$ cat config.mk
export PLATFORM = sky130hd
export DESIGN_NAME = digit_serial_adder
export DESIGN_NICKNAME = d
export VERILOG_FILES = /design/src/rtl/digit_serial_adder.sv
export SDC_FILE = /design/constraint.sdc
export NUM_CORES = 1
export LEC_CHECK = 0
export ABC_AREA = 1
export ABC_CLOCK_PERIOD_IN_PS = 1650
export CORE_AREA = 3 3 171 90
export DETAILED_ROUTE_END_ITERATION = 12
export DIE_AREA = 0 0 174 93
export PLACE_DENSITY = 0.67
export SLEW_MARGIN = 25
export SYNTH_ARGS = -nofsm -noshare
export SYNTH_HDL_FRONTEND = slang
export SYNTH_SLANG_ARGS = --single-unit
$ cat constraint.sdc
create_clock -name clk -period 1.65 [get_ports clk]
set_clock_uncertainty 0.2 [all_clocks]
set_input_delay 0.495 -clock clk [delete_from_list [all_inputs] [get_ports clk]]
set_output_delay 0.495 -clock clk [all_outputs]
set_load 0.1 [all_outputs]
$ cat src/rtl/digit_serial_adder.sv
// digit_serial_adder: multi-cycle add/sub, DIGIT bits per clock,
// LSB digit first, registered carry between digits.
module digit_serial_adder #(
  parameter int WIDTH = 32,
  parameter int DIGIT = 4
) (
  input  logic             clk,
  input  logic             rst_n,
  input  logic             start,
  input  logic             sub,
  input  logic [WIDTH-1:0] A,
  input  logic [WIDTH-1:0] B,
  input  logic             cin,
  output logic             busy,
  output logic             done,
  output logic [WIDTH-1:0] sum,
  output logic             cout,
  output logic             ovf
);

  localparam int NDIG = WIDTH / DIGIT;
  localparam int CW   = (NDIG > 1) ? $clog2(NDIG) : 1;

  typedef enum logic {IDLE, RUN} state_t;

  state_t           state;
  logic [WIDTH-1:0] a_q;
  logic [WIDTH-1:0] b_q;
  logic [WIDTH-1:0] acc_q;
  logic             carry_q;
  logic [CW-1:0]    cnt_q;

  logic [DIGIT-1:0] a_d;
  logic [DIGIT-1:0] b_d;
  logic [DIGIT-1:0] s_d;
  logic [DIGIT:0]   d_sum;
  logic             c_d;
  logic             c_msb;
  logic             last;
  logic [WIDTH-1:0] acc_next;

  // One digit of the adder chain plus the next result-shift value
  always_comb begin
    a_d      = a_q[DIGIT-1:0];
    b_d      = b_q[DIGIT-1:0];
    d_sum    = {1'b0, a_d} + {1'b0, b_d}
             + {{DIGIT{1'b0}}, carry_q};
    s_d      = d_sum[DIGIT-1:0];
    c_d      = d_sum[DIGIT];
    // carry into the top bit of this digit
    c_msb    = a_d[DIGIT-1] ^ b_d[DIGIT-1]
             ^ s_d[DIGIT-1];
    last     = (cnt_q == CW'(NDIG - 1));
    acc_next = (acc_q >> DIGIT)
             | (WIDTH'(s_d) << (WIDTH - DIGIT));
  end

  // Control FSM, operand/result shifters and registered outputs
  always_ff @(posedge clk or negedge rst_n) begin
    if (!rst_n) begin
      state   <= IDLE;
      a_q     <= '0;
      b_q     <= '0;
      acc_q   <= '0;
      carry_q <= 1'b0;
      cnt_q   <= '0;
      busy    <= 1'b0;
      done    <= 1'b0;
      sum     <= '0;
      cout    <= 1'b0;
      ovf     <= 1'b0;
    end else begin
      done <= 1'b0;
      unique case (state)
        IDLE: begin
          if (start) begin
            state   <= RUN;
            busy    <= 1'b1;
            a_q     <= A;
            b_q     <= B ^ {WIDTH{sub}};
            carry_q <= cin ^ sub;
            cnt_q   <= '0;
          end
        end
        RUN: begin
          a_q     <= a_q >> DIGIT;
          b_q     <= b_q >> DIGIT;
          acc_q   <= acc_next;
          carry_q <= c_d;
          cnt_q   <= cnt_q + CW'(1);
          if (last) begin
            state <= IDLE;
            busy  <= 1'b0;
            done  <= 1'b1;
            sum   <= acc_next;
            cout  <= c_d;
            ovf   <= c_msb ^ c_d;
          end
        end
        default: state <= IDLE;
      endcase
    end
  end

endmodule

* Word level (Yosys, flattened, before mapping) *
Cells that the tools add are included.
W data, S select, Z words.

storage, ports and cells
  bits in registers = 137
  output and inout bits = 36
  word-level logic and storage cells = 42

operators by class
  $add $sub $neg = 3
  eq/ne operators = 3
  mux-type cells = 16
  bitwise gates (word level) = 7
  reductions and logical operators = 2

operators with widths
  cell                   number
  $pmux W32 S2           2
  $mux W32               2
  $or A28 B32 Y32        1
  $xor A32 B32 Y32       1
  $mux W1                7
  $pmux W1 S2            3
  $pmux W3 S2            1
  $add A4 B4 Y5          1
  $add A5 B1 Y5          1
  $reduce_and A2 Y1      2
  $xor A1 B1 Y1          4
  $add A3 B1 Y3 const B  1
  $eq A3 B3 Y1 const B   1
  $mux W3                1
  $ne A2 B1 Y1 const B   1
  $ne A2 B2 Y1 const B   1
  $not A1 Y1             1

* Logic depth before layout (Yosys ltp) *
  depth in word-level cells = 4
  gate-level depth with buffers = 10
  depth with buffers taken out = 10

* Worst setup path after synthesis *
Ideal clock, no wire load.

  path type = register to register
  start = register a_q[0]
  end = register ovf
  setup time = 0.120 ns
  arrival time = 1.432 ns
  data required time = 1.330 ns
  path slack = -0.101 ns
  stages on the path, launching flop included = 11
  path buffers = 0
  cells stage by stage = dfrtp_1 -> fa_1 -> inv_1 -> fa_1 -> inv_1 -> nand2_1 -> nand2_1 -> nand2_1 -> nand2_1 -> nand3_1 -> nand2_1

on the way
  cells in the longest elaborated chain, start to end = 4

RTL lines
  element                 RTL line  text
  from (decl)             27        logic [WIDTH-1:0] a_q;
  from (signal assigned)  86        a_q <= a_q >> DIGIT;
  $add A4 B4 Y5 *         46        d_sum = {1'b0, a_d} + {1'b0, b_d}
  $add A5 B1 Y5 *         47        + {{DIGIT{1'b0}}, carry_q};
  $xor A1 B1 Y1           52        ^ s_d[DIGIT-1];
  $xor A1 B1 Y1 *         97        ovf <= c_msb ^ c_d;
  to (signal assigned)    97
  to (decl)               18        output logic ovf

Every way passes the cells marked *; elsewhere a longest branch is shown, timed or not.
A chain may end at the register's enable or synchronous reset.

* Final worst setup path *
Same ends and word-level chain as after synthesis.

==> flow_summary.toml <==
[die]
row_count = 31
ios = 105
fp.dieH_um = 93
start_util_pct = 40.3
die_w_um = 174
die_area_mm2 = 0.0162
core_area_mm2 = 0.0141

[critical_path]
path_cells = "fa_2 -> inv_2 -> fa_2 -> inv_2 -> nand2_2 -> nand2_2 -> nand2_2 -> nand2_1 -> nand3_1 -> nand2_1"
worstRegToRegCells = 10
cp.required_ns = 1.75
critPathLaunch = "a_q[0]$_DFFE_PN0P_"
crit_top_cell = "nand2_2"
arrival_ns = 1.93
worstSetupPathType = "register to register"
slowest_stage = "fa_2"
cp_max_fo = 2
cp-end-kind = "register"
max_stage_delay_ns = 0.42
cp-start-kind = "register"
r2r-start = "a_q[0]$_DFFE_PN0P_"

[route]
drc = 0
avgRoutedWirePerCell_um = 15.3
first_pass_iters = 5
drt_iter0_drc = 364
routed_wirelength_um = 14200
vias_per_cell = 4.86
postRouteAntennaNets = 0
via_count = 4506

[final_layout]
n_antenna_cell = 0
fill_cells = 1188
final_cell_mix = "nand2_1, dfrtp_1, o21ai_0"
post-route-util_pct = 58.3
layout-drive-gt1-share_pct = 18.2
final_nets = 793
final_common_cell = "nand2_1"
stdcell_count = 927
area_growth_pct = 44.7

[grt]
grt_max_degree = 54
antenna_found_initial = 0
grt_first_pass_wirelength_um = 23200
grt_pass1_vias = 4532
globalRouteOverflowTotal = 0
grt_use_total_pct = 18.0

[clock_network]
ctsHtreeMaxLevel = 4
cts_max_path_buffers = 2
clkTransAtPathRegs_ns = 0.06
clockRootBuffer = "clkbuf_16"
cts_buffers = 17
cts.sinks = 133
cts_tree = "done"
clk_latency_ns = 0.41

[status]
violations = "negative setup slack"
outcome = "complete, but fails checks"

[timing]
finalHoldViolations = 0
drv_slew = 0
setup_ws_ns = -0.176
fin_setup_tns_ns = -2.75
tightest_slew_ns = 0.353
rsz0062_at_grt = "true"
fin_hold_ws_ns = 0.281
min_period_ns = 1.83
fmax_ghz = 0.548
setup_violations = 48
slew_headroom_pct = 76.4
post-route-period-util_pct = 111

[power_and_ir_drop]
p_leak_nw = 3.77
peakVddDrop_uv = 943
power.density_mw_per_mm2 = 2160

[logic_synthesis]
yosys_most_used_dff = "dfrtp_1"
synth_xor_area_share_pct = 5.08
async_flop_share_pct = 100
synth_nets = 664
synth_compound_area_share_pct = 13.2
synth-simple-area-share_pct = 15.0
yosys.area.top_type_share_pct = 58.5
avgSynthCellArea_um2 = 9.67
synth_top_family_by_area = "simple AND/OR/NAND/NOR gates"
syn_area_mm2 = 0.00569
yosysSeqAreaShare_pct = 58.5
synth_fa_ha_area_share_pct = 1.80
yosysTopAreaCell = "dfrtp_1"
synth_mux_area_share_pct = 0
synth_area_leaders = "dfrtp_1, nand2_1, o21ai_0"
synth_seq_cells = 133
synthCells = 588
yosys.cell_types.count = 22
synth_edf_count = 0
yosysWarnings = 0

[min_path]
worstHoldStart = "acc_q[25]$_DFFE_PN0P_"
min_path_cells = 2
hold_path.class = "register to register"

[place]
hpwlAfterDp_um = 9660
dp_cells = 881
gp_congestion = 0.892
pre_cts_ws_ns = -0.292
io_buffers = 104

[run]
maxCapViolCount = 0
==> report_power, final <==
group	switching, mW	leakage, nW	internal [mW]
logic	5.12	1.73	3.16
clock network	1.47	0.302	2.48
registers	1.02	1.74	4.57
total	7.61	3.77	10.2
==> area by class of cell <==
cell class / count / area [um^2] / area share [%]
Timing Repair Buffer: 145 / 1830 / 22.2
Tap cell: 198 / 248 / 3.01
Sequential cell: 133 / 3330 / 40.5
Clock inverter: 12 / 164 / 1.99
Inverter: 38 / 143 / 1.73
Clock buffer: 19 / 453 / 5.50
Multi-Input combinational cell: 382 / 2060 / 25.0
==> state kept, by name, indices dropped and copies added (netlist names) <==
| name | cells |
|---|---|
| ovf | 1 |
| acc_q | 28 |
| done | 1 |
| busy | 1 |
| sum | 32 |
| b_q | 32 |
| cout | 1 |
| carry_q | 1 |
| cnt_q | 3 |
| a_q | 32 |
| state | 1 |
==> cells in the mapped netlist (2+ instances only) <==
cell      instances
fa_1              2
nand2_1         174
nand3_1          30
a22o_1            5
buf_2            14
clkbuf_2          3
buf_6             5
dfrtp_1         133
buf_4             9
a22oi_1          29
inv_2             2
ha_1              5
inv_1            36
clkbuf_1          4
o211ai_1          5
nor2_1            5
o21ai_0          89
xnor2_1          33
nand2_2           2
==> cell families (layout without fill, tap and decap cells) <==
logic type,after synthesis,in the layout
simple gates,213,213
flops,133,133
compound gates,129,129
buf+inv,73,214
xor+xnor,33,33
fa+ha+maj,7,7
==> final timing paths <==
kind,end,slack (ns)
max,ovf$_DFFE_PN0P_,-0.18
min in group asynchronous,sum[13]$_DFFE_PN0P_,0.35
max in group asynchronous,a_q[11]$_DFFE_PN0P_,0.37
min reg2reg,acc_q[21]$_DFFE_PN0P_,0.28
max reg2reg,ovf$_DFFE_PN0P_,-0.18
min,acc_q[21]$_DFFE_PN0P_,0.28
==> metrics by stage <==
| stage | cell area, um^2 | power, mW |
|---|---|---|
| floorplan | 5690 | 10.4 |
| global placement | 7410 | 13.3 |
| detailed placement | 7410 | 13.5 |
| CTS | 8110 | 17.7 |
| global route | 8230 | 18.8 |
| finish | 8230 | 17.8 |
==> worst max-delay path: cells and delay by family (launching register included) <==
kind	cells	cell delay, ns
AND/OR/NAND/NOR	6	0.38
buffers and inverters	2	0.12
flip-flops	1	0.40
adder cells (fa/ha/maj)	2	0.63
==> metal layers <==
metal	vias to the layer above	share of wire, %	GRT usage (%)
li1	2184	-	-
met1	2177	50	26.4
met2	137	43	25.6
met3	8	6.8	6.45
met4	0	0.56	4.01
met5	-	0	0
==> timing repair <==
item,CTS,global route
setup endpoints to repair,45,72
buffers inserted,7,7
hold buffers,1,0
pin swaps,8,7
gates cloned,0,1
hold endpoints to repair,27,0
gates resized for setup,11,15
(Power assumes the default switching activity.)
